### config.mk
export PLATFORM = sky130hd
export DESIGN_NAME = func5_sweep_ctrl_flat
export DESIGN_NICKNAME = d
export VERILOG_FILES = /design/src/rtl/func5_pkg.sv /design/src/rtl/func5_sweep_ctrl_if.sv /design/src/rtl/func5_chk_lane.sv /design/src/rtl/func5_sweep_ctrl.sv /design/src/flat_wrapper.sv
export SDC_FILE = /design/constraint.sdc
export NUM_CORES = 1
export LEC_CHECK = 0
export ABC_AREA = 0
export CELL_PAD_IN_SITES_DETAIL_PLACEMENT = 1
export CELL_PAD_IN_SITES_GLOBAL_PLACEMENT = 1
export CORE_MARGIN = 4
export CORE_UTILIZATION = 35
export CTS_CLUSTER_SIZE = 30
export DETAILED_ROUTE_END_ITERATION = 8
export GPL_TIMING_DRIVEN = 0
export PLACE_DENSITY = 0.76
export SYNTH_ARGS = -nofsm -noshare
export SYNTH_HDL_FRONTEND = slang
export SYNTH_HIERARCHICAL = 1
export SYNTH_SLANG_ARGS = --single-unit
### constraint.sdc
create_clock -name clk -period 3.6 [get_ports clk]
set_clock_uncertainty 0.2 [all_clocks]
set_input_delay 1.08 -clock clk [delete_from_list [all_inputs] [get_ports clk]]
set_output_delay 1.08 -clock clk [all_outputs]
set_load 0.005 [all_outputs]
### src/rtl/func5_pkg.sv
// Shared definitions for the 5-input minterm sweep checker.
// Holds the vector/count widths, the golden ON and don't-care sets
// (bit i = minterm i, i = {X,Y,Z,K,M} with X as MSB), and the sequencer
// state encoding.
package func5_pkg;

    localparam int unsigned VEC_W = 5;
    localparam int unsigned NVEC  = 32;
    localparam int unsigned ERR_W = 6;

    // Golden ON-set and don't-care set (minterms 0,5,8,9,19,20,23,24).
    localparam logic [NVEC-1:0] ON_MASK = 32'h0A26_8C5C;
    localparam logic [NVEC-1:0] DC_MASK = 32'h0198_0321;

    typedef enum logic [1:0] {
        ST_IDLE   = 2'd0,
        ST_SETTLE = 2'd1,
        ST_DONE   = 2'd2
    } state_t;

endpackage

### src/rtl/func5_sweep_ctrl_if.sv
// Board-side bundle of the sweep controller.
//   start, hold : sweep control from the board
//   drv_vec     : {X,Y,Z,K,M} driven to the function under test
//   obs         : function outputs, obs[0]=S_OR2, obs[1]=S_OR4, obs[2]=S_OR5
//   busy, done  : sweep status
//   tt0..tt2    : captured truth tables, err0..err2 : mismatch counts
//   pass        : done with all three mismatch counts at zero
// slave is the controller side, master the board/function side.
interface func5_sweep_ctrl_if;
    import func5_pkg::*;

    logic             start;
    logic             hold;
    logic [VEC_W-1:0] drv_vec;
    logic [2:0]       obs;
    logic             busy;
    logic             done;
    logic [NVEC-1:0]  tt0;
    logic [NVEC-1:0]  tt1;
    logic [NVEC-1:0]  tt2;
    logic [ERR_W-1:0] err0;
    logic [ERR_W-1:0] err1;
    logic [ERR_W-1:0] err2;
    logic             pass;

    modport slave (
        input  start, hold, obs,
        output drv_vec, busy, done, tt0, tt1, tt2, err0, err1, err2, pass
    );

    modport master (
        output start, hold, obs,
        input  drv_vec, busy, done, tt0, tt1, tt2, err0, err1, err2, pass
    );

endinterface

### src/rtl/func5_chk_lane.sv
// One checker lane: records the observed output of one minimisation
// variant into a 32-bit truth table and counts care-point mismatches
// against the golden ON set.
//   clk, rst : clock, synchronous active-high reset
//   clr      : clear table and count (sweep launch)
//   cap      : capture obs_bit into bit idx this cycle
//   idx      : current input vector
//   obs_bit  : observed function output
//   gold_bit : golden ON-set bit for idx
//   dc_bit   : don't-care bit for idx
//   tt, err  : truth table and mismatch count
//   hit_c    : mismatch being counted this cycle (combinational)
module func5_chk_lane
    import func5_pkg::*;
(
    input  logic             clk,
    input  logic             rst,
    input  logic             clr,
    input  logic             cap,
    input  logic [VEC_W-1:0] idx,
    input  logic             obs_bit,
    input  logic             gold_bit,
    input  logic             dc_bit,
    output logic [NVEC-1:0]  tt,
    output logic [ERR_W-1:0] err,
    output logic             hit_c
);

    // Don't-care points never count; at most 32 hits so err cannot wrap.
    assign hit_c = cap & (obs_bit ^ gold_bit) & ~dc_bit;

    // Truth-table capture and mismatch counter.
    always_ff @(posedge clk) begin
        if (rst || clr) begin
            tt  <= '0;
            err <= '0;
        end else if (cap) begin
            tt[idx] <= obs_bit;
            err     <= err + ERR_W'(hit_c);
        end
    end

endmodule

### src/rtl/func5_sweep_ctrl.sv
// Exhaustive sweep sequencer for the 5-input minterm function.
// Drives all 32 vectors in order, holds each for SETTLE cycles, then
// samples the three candidate outputs into per-lane truth tables and
// mismatch counters. Reports pass when all three lanes are clean.
//   clk  : system clock
//   rst  : synchronous active-high reset
//   bus  : slave side of func5_sweep_ctrl_if (start, hold, obs in;
//          drv_vec, busy, done, tt0..2, err0..2, pass out)
// SETTLE: cycles each vector is held before sampling, legal 1..15.
module func5_sweep_ctrl
    import func5_pkg::*;
#(
    parameter int unsigned SETTLE = 1
)
(
    input  logic               clk,
    input  logic               rst,
    func5_sweep_ctrl_if.slave  bus
);

    localparam int unsigned   SCNT_W      = 4;
    localparam logic [SCNT_W-1:0] SCNT_RELOAD = SCNT_W'(SETTLE - 1);

    state_t            state;
    logic [VEC_W-1:0]  idx;
    logic [SCNT_W-1:0] scnt;

    logic       launch_c;
    logic       cap_c;
    logic       last_c;
    logic       clean_c;
    logic [2:0] hit_c;

    // start only counts when not already sweeping.
    assign launch_c = bus.start & ((state == ST_IDLE) | (state == ST_DONE));
    assign cap_c    = (state == ST_SETTLE) & ~bus.hold & (scnt == '0);
    assign last_c   = (idx == VEC_W'(NVEC - 1));

    // Includes the final capture so pass is valid on the same edge as done.
    assign clean_c  = (bus.err0 == '0) & (bus.err1 == '0) & (bus.err2 == '0)
                    & (hit_c == '0);

    func5_chk_lane u_lane0 (
        .clk      (clk),
        .rst      (rst),
        .clr      (launch_c),
        .cap      (cap_c),
        .idx      (idx),
        .obs_bit  (bus.obs[0]),
        .gold_bit (ON_MASK[idx]),
        .dc_bit   (DC_MASK[idx]),
        .tt       (bus.tt0),
        .err      (bus.err0),
        .hit_c    (hit_c[0])
    );

    func5_chk_lane u_lane1 (
        .clk      (clk),
        .rst      (rst),
        .clr      (launch_c),
        .cap      (cap_c),
        .idx      (idx),
        .obs_bit  (bus.obs[1]),
        .gold_bit (ON_MASK[idx]),
        .dc_bit   (DC_MASK[idx]),
        .tt       (bus.tt1),
        .err      (bus.err1),
        .hit_c    (hit_c[1])
    );

    func5_chk_lane u_lane2 (
        .clk      (clk),
        .rst      (rst),
        .clr      (launch_c),
        .cap      (cap_c),
        .idx      (idx),
        .obs_bit  (bus.obs[2]),
        .gold_bit (ON_MASK[idx]),
        .dc_bit   (DC_MASK[idx]),
        .tt       (bus.tt2),
        .err      (bus.err2),
        .hit_c    (hit_c[2])
    );

    // Sequencer: vector index, settle countdown and registered status.
    always_ff @(posedge clk) begin
        if (rst) begin
            state       <= ST_IDLE;
            idx         <= '0;
            scnt        <= '0;
            bus.drv_vec <= '0;
            bus.busy    <= 1'b0;
            bus.done    <= 1'b0;
            bus.pass    <= 1'b0;
        end else begin
            unique case (state)
                ST_IDLE, ST_DONE: begin
                    if (launch_c) begin
                        state       <= ST_SETTLE;
                        idx         <= '0;
                        scnt        <= SCNT_RELOAD;
                        bus.drv_vec <= '0;
                        bus.busy    <= 1'b1;
                        bus.done    <= 1'b0;
                        bus.pass    <= 1'b0;
                    end
                end
                ST_SETTLE: begin
                    if (!bus.hold) begin
                        if (scnt != '0) begin
                            scnt <= scnt - 1'b1;
                        end else if (last_c) begin
                            state       <= ST_DONE;
                            bus.drv_vec <= '0;
                            bus.busy    <= 1'b0;
                            bus.done    <= 1'b1;
                            bus.pass    <= clean_c;
                        end else begin
                            idx         <= idx + 1'b1;
                            bus.drv_vec <= idx + 1'b1;
                            scnt        <= SCNT_RELOAD;
                        end
                    end
                end
                default: begin
                    state <= ST_IDLE;
                end
            endcase
        end
    end

endmodule

### src/flat_wrapper.sv
// flat-port wrapper written by rule: the top's interface ports become plain ports
module func5_sweep_ctrl_flat import func5_pkg::*;
#(
    parameter int unsigned SETTLE = 1
)
  (clk, rst, bus_start, bus_hold, bus_obs, bus_drv_vec, bus_busy, bus_done, bus_tt0, bus_tt1, bus_tt2, bus_err0, bus_err1, bus_err2, bus_pass);
  func5_sweep_ctrl_if bus_i ();
  input  logic clk;
  input  logic rst;
  input wire logic [$bits(bus_i.start)-1:0] bus_start;
  input wire logic [$bits(bus_i.hold)-1:0] bus_hold;
  input wire logic [$bits(bus_i.obs)-1:0] bus_obs;
  output wire logic [$bits(bus_i.drv_vec)-1:0] bus_drv_vec;
  output wire logic [$bits(bus_i.busy)-1:0] bus_busy;
  output wire logic [$bits(bus_i.done)-1:0] bus_done;
  output wire logic [$bits(bus_i.tt0)-1:0] bus_tt0;
  output wire logic [$bits(bus_i.tt1)-1:0] bus_tt1;
  output wire logic [$bits(bus_i.tt2)-1:0] bus_tt2;
  output wire logic [$bits(bus_i.err0)-1:0] bus_err0;
  output wire logic [$bits(bus_i.err1)-1:0] bus_err1;
  output wire logic [$bits(bus_i.err2)-1:0] bus_err2;
  output wire logic [$bits(bus_i.pass)-1:0] bus_pass;
  assign bus_i.start = bus_start;
  assign bus_i.hold = bus_hold;
  assign bus_i.obs = bus_obs;
  assign bus_drv_vec = bus_i.drv_vec;
  assign bus_busy = bus_i.busy;
  assign bus_done = bus_i.done;
  assign bus_tt0 = bus_i.tt0;
  assign bus_tt1 = bus_i.tt1;
  assign bus_tt2 = bus_i.tt2;
  assign bus_err0 = bus_i.err0;
  assign bus_err1 = bus_i.err1;
  assign bus_err2 = bus_i.err2;
  assign bus_pass = bus_i.pass;
  func5_sweep_ctrl #(.SETTLE(SETTLE)) u_core (.clk(clk), .rst(rst), .bus(bus_i));
endmodule
# Word-level counts from Yosys, hierarchy flattened
# Memories as Yosys holds them, arrays and structs flattened. A register that Yosys moved wholly into a read port is not among the register bits.
# Index checks and enable logic that the tools add are counted.
dict set report word_totals {
  ff_bits 133
  mem_bits_ro 64
  input_bits 7
  output_inout_bits 122
  elab_cells 109
  n_memories 2
}
# name depth width rd rd_clocked_by_memory_dff write_ports line
set mem_list {}
lappend mem_list {{(name not given)} 32 1 1 1 0 func5_sweep_ctrl.sv:50} ;# .gold_bit (ON_MASK[idx]),
lappend mem_list {{(name not given)} 32 1 1 1 0 func5_sweep_ctrl.sv:51} ;# .dc_bit (DC_MASK[idx]),
dict set report op_classes {
  addsub 5
  magnitude_cmp 2
  eq_ne 9
  muxes 44
  bitwise_logic 18
  n_reduce_logical 16
}
# operator n
set op_table {}
lappend op_table {{$bwmux W32} 3}
lappend op_table {{$mux W5} 11}
lappend op_table {{$pmux W5 S2} 2}
lappend op_table {{$add A6 B1 Y6} 3}
lappend op_table {{$logic_not A6 Y1} 3}
lappend op_table {{$mux W4} 4}
lappend op_table {{$mux W1} 14}
lappend op_table {{$and A1 B1 Y1} 12}
lappend op_table {{$reduce_and A4 Y1} 3}
lappend op_table {{$reduce_and A5 Y1} 2}
lappend op_table {{$mux W2} 4}
lappend op_table {{$ne A2 B2 Y1 const B} 4}
lappend op_table {{$pmux W4 S2} 1}
lappend op_table {{$lt A5 B6 Y1 const B} 1}
lappend op_table {{$pmux W1 S2} 3}
lappend op_table {{$add A5 B1 Y5 const B} 1}
lappend op_table {{$demux W1 S5} 1}
lappend op_table {{$eq A5 B5 Y1 const B} 1}
lappend op_table {{$ge A5 B1 Y1 const B} 1}
lappend op_table {{$logic_not A4 Y1} 1}
lappend op_table {{$pmux W2 S2} 1}
lappend op_table {{$reduce_bool A4 Y1} 1}
lappend op_table {{$sub A4 B1 Y4 const B} 1}
lappend op_table {{$logic_not A3 Y1} 1}
lappend op_table {{other kinds (12)} 15}

# Depth between registers and ports, before layout
dict set report depth {
  depth_word 11
  ltp_mapped 14
  ltp_nobuf 13
}

# Hierarchy
# The synthesis kept the hierarchy.
# mod instances cells_per_inst area_each_um2 seq_area_each_um2
set by_module_without_submodules {}
lappend by_module_without_submodules {{func5_chk_lane at u_core.u_lane0 ...} 2 181 1652.8 760.7}
lappend by_module_without_submodules {{func5_chk_lane at u_core.u_lane2} 1 181 1656.6 760.7}
lappend by_module_without_submodules {func5_sweep_ctrl 1 147 1229.9 420.4}

# Worst setup path after synthesis
# Ideal clock, no wire load.
dict set report synth_path {
  path_type {register to register}
  from {register u_core.idx[0]}
  to {register with a tool-made name}
  setup_time_ns 0.126
  arrival_ns 3.084
  required_time_ns 3.274
  slack_ns 0.190
  stages_incl_launch_ff 14
  n_path_buf 1
  period_less_slack_ns 3.410
  path_cell_list {dfxtp_1 ha_1 and3_1 ha_1 buf_2 nor4b_2 o22ai_1 a22oi_1 nor2_1 ha_1 and3_1 a211o_1 o311ai_1 nand3_1}
}
# element line
set synth_rtl {}
lappend synth_rtl {{from (decl)} func5_sweep_ctrl.sv:25} ;# logic [VEC_W-1:0] idx;
lappend synth_rtl {{from (signal assigned)} func5_sweep_ctrl.sv:119} ;# idx <= idx + 1'b1;

==> flow_summary_export.csv <==
group,metric,value,unit
status,outcome,"completed",
clocking,h-tree-depth,4,
die,die_area,0.01988,mm²
synth,synth_area,0.006192,mm²
grt,groute.usage.overall,19.12,%
job,max-cap-violations,0,
placed_design,place_area,0.007755,mm²
synth,yosys-top-cells-area,"dfxtp_1 44%, mux2i_1 17%, nand2_1 13%, ha_1 2.6%, and3b_1 2.3%",
layout,diodes,0,
die,die_y,141.0,µm
pwr,peakVddDrop,290.3,µV
clocking,clockRootBuffer,"clkbuf_16",
die,num_rows,48,
hold_path,whs_path_depth,2,
route,post_drt_wl_per_cell,18.01,µm
critical_path,required,3.69,ns
timing,tightest_slew,0.6776,ns
synth,ys_async_sr_fraction,0,%
placed_design,pre_cts_slack,-0.7075,ns
timing,final-hold-violation-count,0,
placed_design,routabilityCongestion,0.8175,
timing,period_share,98.65,%
critical_path,startpoint_type,"register",
synth,ys_seq_area_share,43.65,%
route,vias_per_cell,5.063,
placed_design,dp.cells,1043,
layout,final_common_cell,"nand2_1",
layout,drive_above_1_share,11.73,%
die,start_util,35.80,%
timing,rsz0062_at_grt,"true",
layout,final_area,0.008645,mm²
synth,yosysWarnings,6,
grt,first_global_vias,5945,
synth,yosysTopAreaCellShare,43.65,%
layout,nets,868,
clocking,cts_tree,"yes",
die,die_w,141.0,µm
critical_path,critPathMaxFanout,15,
grt,overflow,0,
clocking,clock_path_buffers,2,
layout,final_core_util,49.98,%
die,core,0.01730,mm²
synth,synth_cell_type_count,51,
layout,area_growth,39.60,%
placed_design,dp_hpwl,13270,µm
synth,yosysTopAreaCell,"dfxtp_1",
timing,setup_violations,0,
synth,synth_flop_cell,"dfxtp_1",
synth,synth-edff-count,0,
timing,setup_ws,0.04848,ns
layout,final_cell_mix,"209 x nand2_1, 130 x dfxtp_1, 127 x clkdlybuf4s50_1",
critical_path,ff2ff_path_depth,14,
timing,timing.fmax,281.6,MHz
pwr,power,3822,µW
pwr,power_density,442.2,mW/mm²
timing,period_minus_slack,3.552,ns
route,drt_wl_total,19560,µm
synth,syn-mean-instance-area,8.974,µm²
route,num_vias,5498,
route,firstDrtPassIters,5,
synth,synthCells,690,
critical_path,arrival,3.65,ns
pwr,p_leak,0.003803,µW
synth,syn-num-nets,710,
clocking,clkLatencyLatePin,0.41,ns
clocking,ctsHoldBuffers,0,
timing,slew-limit-headroom,54.83,%
placed_design,portBuffers,128,
route,drc_errors,0,
die,num_io_pins,129,
clocking,clock_sinks,135,
layout,fin_cells,1086,
synth,synth_seq_cells,135,
clocking,clk_pin_slew_worst_paths,0.06,ns
grt,grt_pass1_wl,30680,µm
hold_path,min_path_type,"register to register",
critical_path,crit_path_end_kind,"register",
critical_path,worst-setup-path-type,"register to register",
clocking,cts_inserted_buffers,17,
grt,antenna_found_initial,0,
grt,grt_start_max_net_pins,29,
layout,nFillCells,1966,
route,postRouteAntennaNets,0,
timing,maxSlewViolCount,0,
route,drt-initial-drc-count,238,
## metrics by stage
stage / hold WS (ns) / setup TNS (ns)
2_1_floorplan: 0.2483 / 0
3_3_place_gp: 0.2463 / -7.878
3_5_place_dp: 0.2523 / -11.16
4_1_cts: 0.2607 / 0
5_1_grt: 0.2858 / -0.1252
6_report: 0.2556 / 0
## cells in the mapped netlist (4+ instances only)
| cell type | count |
|---|---|
| nand2_1 | 209 |
| dfxtp_1 | 135 |
| mux2i_1 | 104 |
| nor2_1 | 34 |
| clkbuf_1 | 22 |
| a21oi_1 | 16 |
| and3b_1 | 16 |
| ha_1 | 13 |
| xor2_1 | 12 |
| buf_2 | 10 |
| nor3b_2 | 10 |
| and3_1 | 9 |
| nand3_1 | 8 |
| inv_1 | 7 |
| nand4_1 | 7 |
| nor3_1 | 6 |
| nor3b_1 | 6 |
| nor4_1 | 5 |
| o21ai_0 | 5 |
| xnor2_1 | 5 |
| or3_1 | 4 |
## critical path, stage by stage (launching register included)
cell and delay [ns]:
dfxtp_4 0.41, ha_2 0.23, and3_1 0.19, ha_1 0.16, buf_2 0.19, nor4b_4 0.35, buf_4 0.19, o22ai_4 0.09
a22oi_2 0.29, nor2_2 0.11, ha_1 0.24, and3_1 0.17, a211o_1 0.27, o311ai_1 0.23, nand3_1 0.11
## registers in the layout, summed over array words and instances, names as in the netlist, 5 cells and up, named ones only
| register | count |
|---|---|
| u_core/u_lane1/err | 6 |
| u_core/u_lane0/tt | 32 |
| u_core/u_lane2/tt | 32 |
| u_core/u_lane1/tt | 32 |
| u_core/idx | 5 |
| u_core/u_lane2/err | 6 |
| u_core/u_lane0/err | 6 |
| u_core/bus.drv_vec | 5 |
## logic make-up (layout without fill, tap and decap cells)
kind of cell             count (synthesis)  after routing  share of synthesized area, %
adder cells (fa/ha/maj)                 13             13                         2.627
flip-flops                             135            135                         43.65
multiplexers                           104            104                         16.81
AO/OA/AOI/OAI                           41             41                         4.425
XOR/XNOR                                17             17                         2.404
buffers and inverters                   45            216                         3.172
AND/OR/NAND/NOR                        335            335                         26.91
## power breakdown
group	internal (µW)	leakage, µW	switching (µW)	total (µW)
combinational	92.1	0.00237	152	244
sequential	1500	0.00109	14.2	1520
clock	1380	0.000336	683	2060
total	2970	0.00380	849	3820
## worst paths after layout
kind / startpoint / to / slack [ns]
setup reg to reg: u_core/idx[1] / register / 0.05
hold / removal: u_core/bus.drv_vec[1] / u_core/bus.drv_vec[1] / 0.26
hold reg to reg: u_core/bus.drv_vec[1] / u_core/bus.drv_vec[1] / 0.26
setup / recovery: u_core/idx[1] / register / 0.05
## timing repair
item,in CTS,in global routing
endpoints found under the setup margin,13,5
pin swaps,0,3
buffers inserted,0,11
gates resized for setup,18,10
## routing by layer
layer,up-vias,GRT usage (%),share of wire (%)
met5,-,0,0
met2,113,35.03,52
met3,14,3.494,3.5
met1,2720,22.88,44
li1,2651,-,-
met4,0,5.150,0.88
## final cells by class
cell class / count / area [µm²] / area share [%]
inverters: 9 / 33.78 / 0.3908
repair buffers: 139 / 1366 / 15.81
multi-input cells: 510 / 3382 / 39.12
well taps: 225 / 281.5 / 3.257
plain buffers: 36 / 162.7 / 1.882
clock buffers: 18 / 429.2 / 4.965
clock inverters: 14 / 270.3 / 3.126
flip-flops and latches: 135 / 2719 / 31.45
Note: power is estimated with default switching activity, not from simulation.
